## src/rtl/rc4_decrypt_ctrl_if.sv

```systemverilog
// Handshake/bus bundle for rc4_decrypt_ctrl: command, ciphertext in, plaintext out,
// keystream-generator control and status.
interface rc4_decrypt_ctrl_if #(parameter int LEN_W = 16);
  logic             start_i;
  logic             abort_i;
  logic [31:0]      key_i;
  logic [LEN_W-1:0] byte_count_i;
  logic             cipher_valid_i;
  logic [7:0]       cipher_data_i;
  logic             cipher_ready_o;
  logic             plain_valid_o;
  logic [7:0]       plain_data_o;
  logic             plain_ready_i;
  logic [31:0]      rc4_key_o;
  logic             genStateArr_o;
  logic             genVal_o;
  logic             sarrGenerated_i;
  logic             valReady_i;
  logic [7:0]       keystream_i;
  logic             busy_o;
  logic             done_o;

  modport slave (
    input  start_i, abort_i, key_i, byte_count_i,
    input  cipher_valid_i, cipher_data_i, plain_ready_i,
    input  sarrGenerated_i, valReady_i, keystream_i,
    output cipher_ready_o, plain_valid_o, plain_data_o,
    output rc4_key_o, genStateArr_o, genVal_o, busy_o, done_o
  );

  modport master (
    output start_i, abort_i, key_i, byte_count_i,
    output cipher_valid_i, cipher_data_i, plain_ready_i,
    output sarrGenerated_i, valReady_i, keystream_i,
    input  cipher_ready_o, plain_valid_o, plain_data_o,
    input  rc4_key_o, genStateArr_o, genVal_o, busy_o, done_o
  );
endinterface

```

## src/rtl/rc4_decrypt_ctrl.sv

```systemverilog
// RC4 decrypt sequencer: key setup, optional keystream drop (macro RC4_DROP_EN),
// then one fetch / keystream / XOR / output round per ciphertext byte.
module rc4_decrypt_ctrl #(
  parameter int LEN_W      = 16,
  parameter int DROP_COUNT = 256
) (
  input  logic            clk,
  input  logic            rst,
  rc4_decrypt_ctrl_if.slave bus
);

  typedef enum logic [2:0] {
    IDLE,
    KEYGEN,
`ifdef RC4_DROP_EN
    DROP,
`endif
    FETCH,
    WAIT,
    OUT,
    DONE
  } state_t;

  state_t           state_q, state_d;
  logic [31:0]      key_q;
  logic [LEN_W-1:0] rem_q;
  logic [7:0]       cipher_q;
  logic [7:0]       pdata_q;
  logic             pvalid_q;
  logic             req_q;     // keystream request outstanding, blocks re-pulse of genVal_o
  logic             in_req;
  logic             gen_val;
  logic             val_hit;
  logic             cipher_ready;
  logic             cipher_hs;
  logic             plain_hs;

`ifdef RC4_DROP_EN
  localparam int DROP_W = (DROP_COUNT > 1) ? $clog2(DROP_COUNT) : 1;
  logic [DROP_W-1:0] drop_cnt_q;
  logic              drop_last;
  assign drop_last = (drop_cnt_q == DROP_W'(DROP_COUNT - 1));
`endif

  always_comb begin
    in_req = (state_q == WAIT);
`ifdef RC4_DROP_EN
    if (state_q == DROP) in_req = 1'b1;
`endif
  end

  assign cipher_ready = (state_q == FETCH) && !bus.abort_i;
  assign cipher_hs    = cipher_ready && bus.cipher_valid_i;
  assign gen_val      = in_req && !req_q && !bus.abort_i;
  assign val_hit      = in_req && bus.valReady_i;
  assign plain_hs     = (state_q == OUT) && pvalid_q && bus.plain_ready_i;

  always_comb begin
    state_d = state_q;
    case (state_q)
      IDLE:   if (bus.start_i)
                state_d = (bus.byte_count_i == '0) ? DONE : KEYGEN;
`ifdef RC4_DROP_EN
      KEYGEN: if (bus.sarrGenerated_i) state_d = DROP;
      DROP:   if (val_hit && drop_last) state_d = FETCH;
`else
      KEYGEN: if (bus.sarrGenerated_i) state_d = FETCH;
`endif
      FETCH:  if (cipher_hs) state_d = WAIT;
      WAIT:   if (val_hit) state_d = OUT;
      OUT:    if (plain_hs)
                state_d = (rem_q <= LEN_W'(1)) ? DONE : FETCH;
      DONE:   state_d = IDLE;
      default: state_d = IDLE;
    endcase
    if (bus.abort_i) state_d = IDLE;
  end

  always_ff @(posedge clk or posedge rst) begin
    if (rst) state_q <= IDLE;
    else     state_q <= state_d;
  end

  always_ff @(posedge clk or posedge rst) begin
    if (rst) begin
      key_q    <= '0;
      rem_q    <= '0;
      cipher_q <= '0;
      pdata_q  <= '0;
      pvalid_q <= 1'b0;
      req_q    <= 1'b0;
    end else if (bus.abort_i) begin
      pvalid_q <= 1'b0;
      req_q    <= 1'b0;
    end else begin
      if (state_q == IDLE && bus.start_i) begin
        key_q <= bus.key_i;
        rem_q <= bus.byte_count_i;
      end
      if (gen_val) req_q <= 1'b1;
      if (val_hit) req_q <= 1'b0;
      if (cipher_hs) cipher_q <= bus.cipher_data_i;
      if (state_q == WAIT && bus.valReady_i) begin
        pdata_q  <= cipher_q ^ bus.keystream_i;
        pvalid_q <= 1'b1;
      end
      if (plain_hs) begin
        pvalid_q <= 1'b0;
        if (rem_q != '0) rem_q <= rem_q - LEN_W'(1);
      end
    end
  end

`ifdef RC4_DROP_EN
  always_ff @(posedge clk or posedge rst) begin
    if (rst)                            drop_cnt_q <= '0;
    else if (bus.abort_i)               drop_cnt_q <= '0;
    else if (state_q == DROP && val_hit) drop_cnt_q <= drop_last ? '0 : drop_cnt_q + DROP_W'(1);
  end
`endif

  assign bus.cipher_ready_o = cipher_ready;
  assign bus.plain_valid_o  = pvalid_q;
  assign bus.plain_data_o   = pdata_q;
  assign bus.rc4_key_o      = key_q;
  assign bus.genStateArr_o  = (state_q == KEYGEN);
  assign bus.genVal_o       = gen_val;
  assign bus.busy_o         = (state_q != IDLE);
  assign bus.done_o         = (state_q == DONE) && !bus.abort_i;

endmodule

```

## src/flat_wrapper.sv

```systemverilog
// flat-port wrapper written by rule: the top's interface ports become plain ports
module rc4_decrypt_ctrl_flat 
#(
  parameter int LEN_W      = 16,
  parameter int DROP_COUNT = 256
)
  (clk, rst, bus_start_i, bus_abort_i, bus_key_i, bus_byte_count_i, bus_cipher_valid_i, bus_cipher_data_i, bus_plain_ready_i, bus_sarrGenerated_i, bus_valReady_i, bus_keystream_i, bus_cipher_ready_o, bus_plain_valid_o, bus_plain_data_o, bus_rc4_key_o, bus_genStateArr_o, bus_genVal_o, bus_busy_o, bus_done_o);
  rc4_decrypt_ctrl_if #(.LEN_W(LEN_W)) bus_i ();
  input  logic clk;
  input  logic rst;
  input wire logic [$bits(bus_i.start_i)-1:0] bus_start_i;
  input wire logic [$bits(bus_i.abort_i)-1:0] bus_abort_i;
  input wire logic [$bits(bus_i.key_i)-1:0] bus_key_i;
  input wire logic [$bits(bus_i.byte_count_i)-1:0] bus_byte_count_i;
  input wire logic [$bits(bus_i.cipher_valid_i)-1:0] bus_cipher_valid_i;
  input wire logic [$bits(bus_i.cipher_data_i)-1:0] bus_cipher_data_i;
  input wire logic [$bits(bus_i.plain_ready_i)-1:0] bus_plain_ready_i;
  input wire logic [$bits(bus_i.sarrGenerated_i)-1:0] bus_sarrGenerated_i;
  input wire logic [$bits(bus_i.valReady_i)-1:0] bus_valReady_i;
  input wire logic [$bits(bus_i.keystream_i)-1:0] bus_keystream_i;
  output wire logic [$bits(bus_i.cipher_ready_o)-1:0] bus_cipher_ready_o;
  output wire logic [$bits(bus_i.plain_valid_o)-1:0] bus_plain_valid_o;
  output wire logic [$bits(bus_i.plain_data_o)-1:0] bus_plain_data_o;
  output wire logic [$bits(bus_i.rc4_key_o)-1:0] bus_rc4_key_o;
  output wire logic [$bits(bus_i.genStateArr_o)-1:0] bus_genStateArr_o;
  output wire logic [$bits(bus_i.genVal_o)-1:0] bus_genVal_o;
  output wire logic [$bits(bus_i.busy_o)-1:0] bus_busy_o;
  output wire logic [$bits(bus_i.done_o)-1:0] bus_done_o;
  assign bus_i.start_i = bus_start_i;
  assign bus_i.abort_i = bus_abort_i;
  assign bus_i.key_i = bus_key_i;
  assign bus_i.byte_count_i = bus_byte_count_i;
  assign bus_i.cipher_valid_i = bus_cipher_valid_i;
  assign bus_i.cipher_data_i = bus_cipher_data_i;
  assign bus_i.plain_ready_i = bus_plain_ready_i;
  assign bus_i.sarrGenerated_i = bus_sarrGenerated_i;
  assign bus_i.valReady_i = bus_valReady_i;
  assign bus_i.keystream_i = bus_keystream_i;
  assign bus_cipher_ready_o = bus_i.cipher_ready_o;
  assign bus_plain_valid_o = bus_i.plain_valid_o;
  assign bus_plain_data_o = bus_i.plain_data_o;
  assign bus_rc4_key_o = bus_i.rc4_key_o;
  assign bus_genStateArr_o = bus_i.genStateArr_o;
  assign bus_genVal_o = bus_i.genVal_o;
  assign bus_busy_o = bus_i.busy_o;
  assign bus_done_o = bus_i.done_o;
  rc4_decrypt_ctrl #(.LEN_W(LEN_W), .DROP_COUNT(DROP_COUNT)) u_core (.clk(clk), .rst(rst), .bus(bus_i));
endmodule
```

## config.mk

```make
export PLATFORM = sky130hd
export DESIGN_NAME = rc4_decrypt_ctrl_flat
export DESIGN_NICKNAME = d
export VERILOG_FILES = /design/src/rtl/rc4_decrypt_ctrl_if.sv /design/src/rtl/rc4_decrypt_ctrl.sv /design/src/flat_wrapper.sv
export SDC_FILE = /design/constraint.sdc
export NUM_CORES = 1
export LEC_CHECK = 0
export BUFFER_PORTS_ARGS = -buffer_cell sky130_fd_sc_hd__buf_4
export CAP_MARGIN = 25
export CORE_ASPECT_RATIO = 0.9
export CORE_MARGIN = 2
export CORE_UTILIZATION = 50
export DETAILED_ROUTE_END_ITERATION = 7
export HOLD_SLACK_MARGIN = 0.08
export PLACE_DENSITY_LB_ADDON = 0.08
export SLEW_MARGIN = 20
export SYNTH_ARGS = -nofsm -noshare
export SYNTH_HDL_FRONTEND = slang
export SYNTH_SLANG_ARGS = --single-unit
```

## constraint.sdc

```tcl
create_clock -name clk -period 2.5 [get_ports clk]
set_input_delay 0.375 -clock clk [delete_from_list [all_inputs] [get_ports clk]]
set_output_delay 0.375 -clock clk [all_outputs]
set_load 0.1 [all_outputs]
```

Word-level counts from Yosys, hierarchy flattened. Cells that the tools add are included. Widths: inputs -> output; s select.

Register bits: 69. Input port bits: 72. Output and inout port bits: 46. Logic and storage cells: 60.

Add/subtract/negate cells: 1. Order comparisons: 1. Equality and inequality tests: 10. Muxes and demuxes: 18. Bitwise gates (word level): 2. Reductions and logical operators: 21.

Operators by type and width (count): $mux 16 (3); $mux 3 (8); $le 16x1->1 const B (1); $logic_not 16->1 (1); $reduce_bool 16->1 (1); $sub 16x1->16 const B (1); $pmux 3 s5 (1); $logic_and 1x1->1 (9); $ne 3x3->1 const B (3); $reduce_bool 3->1 (3); $xor 8x8->8 (1); $eq 3x2->1 const B (2); $eq 3x3->1 const B (2); $mux 1 (6); $ne 3x2->1 const B (2); $reduce_and 2->1 (3); $reduce_and 5->1 (1); $eq 3x1->1 const B (1); $logic_not 3->1 (1); $logic_not 1->1 (2); $not 1->1 (1).

Longest topological paths before layout.
Depth after elaboration: 6. Gate-level depth with buffers: 8.

Worst setup path after synthesis. No wires, ideal clock.

Kind: input-to-output. Start: input port bus_abort_i. End: output port bus_done_o. Data arrival time: 3956 ps. Setup slack: -1831 ps. Stages: 3. Buffers on the path: 2. Cells stage by stage: clkbuf_1 -> clkbuf_1 -> nor4b_1.

Word-level cells in the longest chain between the ends: 2.

RTL lines: from (decl) (line flat_wrapper.sv:12) `input wire logic [$bits(bus_i.abort_i)-1:0] bus_abort_i;`; $logic_not 1->1 (line rc4_decrypt_ctrl.sv:129) `assign bus.done_o = (state_q == DONE) && !bus.abort_i;`; $logic_and 1x1->1 (line rc4_decrypt_ctrl.sv:129); to (decl) (line flat_wrapper.sv:28) `output wire logic [$bits(bus_i.done_o)-1:0] bus_done_o;`.

No other way between the ends.

Worst setup path in the final report.
Start: register u_core.rem_q[0]. End: register u_core.rem_q[9].

Word-level cells in the longest chain between the ends: 3.

RTL lines: from (decl) (line rc4_decrypt_ctrl.sv:26) `logic [LEN_W-1:0] rem_q;`; from (signal assigned) (line rc4_decrypt_ctrl.sv:98) `rem_q <= bus.byte_count_i;`; from (signal assigned) (line rc4_decrypt_ctrl.sv:109) `if (rem_q != '0) rem_q <= rem_q - LEN_W'(1);`; $sub 16x1->16 / $reduce_bool 16->1 (equally long branches) (line rc4_decrypt_ctrl.sv:109); $mux 16 (*) (line rc4_decrypt_ctrl.sv:109); $mux 16 (*) (line rc4_decrypt_ctrl.sv:107) `if (plain_hs) begin`.

Mark *: on every way between the ends. The rest lies on a longest branch, timed or not. A chain may end at the register's enable or synchronous reset.

==> out/qor.log <==
qor: critical_path.worst-endpoint-arrival 2.56 ns
qor: critical_path.critical_path_required 2.72 ns
qor: timing.setup_slack 0.162 ns
qor: grt.grt_max_degree 46
qor: grt.grt_use_total 23.0%
qor: synth.synth_area_per_cell 9.36 um2
qor: critical_path.critical_path.cell_chain inv_1 -> ha_1 -> nor3b_1 -> and4_1 -> a211o_1 -> o311a_1 -> a221o_1
qor: timing.period_share 93.5%
qor: die.floorplan.die.height 82.3 um
qor: synth.synth_area 3410 um2
qor: pwr.cell_internal_pwr 2800 uW
qor: critical_path.crit_path_start_kind flip-flop
qor: clock_network.number_of_gates_resized_after_cts 0
qor: synth.netlist.top_cell.by_area dfrtp_1
qor: timing.final_hold_viol_count 0
qor: critical_path.crit-reg2reg-launch u_core.rem_q[0]
qor: die.design.die.area 7490 um2
qor: clock_network.post-cts-setup-buffers 0
qor: detailed_routing.drt_iter0_markers 171
qor: placement.gp_congestion 0.930
qor: clock_network.h_tree_depth 3
qor: detailed_routing.number_of_remaining_drc_errors 0
qor: synth.synthCells 364
qor: synth.number_of_synthesized_flops_with_an_enable_pin 0
qor: final_layout.syn_to_final_growth 35.5%
qor: detailed_routing.detail-route-antenna-nets 0
qor: detailed_routing.route.vias.total 2999
qor: synth.synthDistinctLibCells 58
qor: synth.synthesis.yosys.warnings 0
qor: timing.finalSetupViolations 0
qor: die.std_cell_rows 28
qor: synth.syn_nets 439
qor: critical_path.critPathCaptureType flip-flop
qor: placement.place_area 4400 um2
qor: detailed_routing.drt-pass1-iter-count 4
qor: clock_network.clock_tree_from_tritoncts built
qor: critical_path.cp_max_fo 11
qor: final_layout.final_cell_area 4620 um2
qor: synth.ys_seq_area_share 50.7%
qor: timing.clock_skew 0.00727 ns
qor: critical_path.setup.worst_path.end u_core.rem_q[9]
qor: clock_network.cts_hold_buffers 0
qor: critical_path.crit_type reg2reg
qor: die.core 6590 um2
qor: pwr.share_of_total_power_consumed_by_net_switching 52.3%
qor: pwr.power.leakage 0.00225 uW
qor: pwr.clock_power_share 16.5%
qor: placement.pre_cts_slack 0.194 ns
qor: timing.final.hold.worst_slack 0.0957 ns
qor: pwr.power.share.combinational 53.0%
qor: min_path.min-delay-path-class in2async
qor: clock_network.clock_tree.root_cell clkbuf_8
qor: grt.global_route_wire_length_before_repair 13.6 mm
qor: synth.synth_seq_cells 69
qor: clock_network.clk_latency 0.34 ns
qor: pwr.worst_voltage_drop_across_the_vdd_grid 0.846 mV
qor: final_layout.drive_above_1_share 33.7%
qor: clock_network.clkTransAtPathRegs 0.07 ns
qor: detailed_routing.route.final.wire_length 8.29 mm
qor: synth.synth-async-reset-ratio 100%
qor: pwr.power_density_of_the_placed_cells 1270 nW/um2
qor: status.outcome complete, no violations
qor: clock_network.clk_path_buf_depth 2
qor: critical_path.crit_slowest_cell a211o_1
qor: clock_network.tritoncts_num_sinks 69
qor: critical_path.slowest_delay 0.46 ns
qor: grt.via_count_of_the_first_global_routing_pass 2716
qor: clock_network.numCtsBuffers 9
qor: die.starting_density_of_the_core 51.7%
qor: timing.timing_worst_slew_pin_value 0.556 ns
qor: timing.rsz0062_at_grt no
qor: placement.port_buffers 117
qor: die.die-width 91.0 um
qor: synth.synth.top_cell.area_share 50.7%
qor: timing.max_freq 0.428 GHz
qor: synth.yosys.cell_count.top_type nand2_1
qor: pwr.power.total 5880 uW
qor: critical_path.timing.critical_path.from u_core.rem_q[0]
qor: synth.most_used_standard_cells_in_the_synthesized_netlist nand2_1 (110), dfrtp_1 (69), nor2_1 (24)
qor: pwr.pwr-share-seq 30.5%
qor: placement.detailedPlacementHpwl 6.16 mm
qor: final_layout.nets 557
qor: critical_path.timing.rr.end u_core.rem_q[9]
qor: timing.slew_headroom 62.9%
qor: die.io_pins 118
qor: critical_path.reg2reg_slack 0.16 ns
qor: synth.ys_dominant_reg_cell dfrtp_1
qor: final_layout.diodes 0
qor: detailed_routing.avg_wl_per_cell 14.4 um
qor: grt.antenna_found_initial 0
qor: run.maxcap_violations 0
qor: timing.finalWorstPathRequiredPeriod 2.34 ns
qor: grt.global_route_total_overflow 0
qor: timing.slew_violations 0
qor: detailed_routing.vias_per_cell 5.21
qor: synth.synth.top_cells.by_area dfrtp_1 (51%), nand2_1 (12%), mux2_2 (2.6%)
qor: critical_path.worstRegToRegCells 7
qor: pwr.power.switching 3080 uW
## logic make-up (layout without fill, tap and decap cells)
group                    after synthesis  in the layout  share of synthesized area [%]
AO/OA/AOI/OAI                         58             58                           12.7
adder cells (fa/ha/maj)                3              3                           1.10
buffers and inverters                 23            145                           2.94
AND/OR/NAND/NOR                      194            194                           27.5
XOR/XNOR                               8              8                           2.06
multiplexers                           9              9                           2.94
flip-flops                            69             69                           50.7
## area by class of cell
class	count	area (um2)
fillers	539	1970
flip-flops and latches	69	1730
multi-input cells	272	1600
repair buffers	124	943
clock buffers	9	124
well taps	90	113
clock inverters	6	88.8
inverters	6	22.5
## power by group through the flow
| stage | Sequential (uW) | Combinational [uW] | Clock (uW) |
|---|---|---|---|
| floorplan | 3460 | 755 | 0 |
| global placement | 1800 | 3100 | 0 |
| detailed placement | 1810 | 3130 | 0 |
| CTS | 1790 | 3130 | 1000 |
| global route | 1850 | 3270 | 1050 |
| finish | 1790 | 3120 | 974 |
## layer usage
metal	global-route usage [%]	vias up	part of all wire, %
li1	-	1506	-
met1	32.6	1390	48
met2	35.3	94	45
met3	5.72	9	6.5
met4	6.82	0	1.2
met5	0	-	0
## cell usage in the layout (no fill, tap or decap), types with 3 or more instances in the layout
master	instances
nand2_1	110
a21oi_1	14
ha_1	3
mux2_2	8
and3_1	5
a311oi_1	4
buf_4	123
xnor2_1	8
or3_1	3
nor3_1	11
a211oi_1	5
nor2_1	24
nand3_1	6
nor4_1	8
o21ai_0	6
clkbuf_8	9
inv_1	5
and4_1	4
o211ai_1	6
dfrtp_1	69
## flip-flops by register name (all words and copies together), names as in the netlist
signal,flops
u_core.rem_q,16
u_core.bus.rc4_key_o,32
u_core.bus.plain_data_o,8
u_core.cipher_q,8
u_core.req_q,1
u_core.bus.plain_valid_o,1
u_core.state_q,3
## how the worst min path moves through the flow
stage                             start                        to  cells past startpoint
6_report                            rst   u_core.bus.rc4_key_o[8]                      2
5_1_grt                             rst  u_core.bus.rc4_key_o[21]                      2
4_1_cts                             rst           u_core.rem_q[2]                      2
3_5_place_dp   u_core.bus.rc4_key_o[11]  u_core.bus.rc4_key_o[11]                      2
3_3_place_gp    u_core.bus.rc4_key_o[0]   u_core.bus.rc4_key_o[0]                      2
2_1_floorplan              bus_key_i[0]   u_core.bus.rc4_key_o[0]                      2
## critical path, delay by kind of cell (launching register included)
family                     cells  cell delay [ns]
buffers and inverters          1             0.10
and+or+nand+nor                2             0.44
AOI/OAI and AO/OA              3             1.08
adders and majority gates      1             0.19
DFF                            1             0.41
## through the flow
stage	cells	util [%]	setup TNS [ns]
finish	576	70.1	0
global route	576	70.1	0
CTS	576	70.1	0
detailed placement	561	66.9	0
global placement	561	66.9	0
floorplan	364	-	-0.436
No activity file was read; power rests on OpenSTA's default activity.
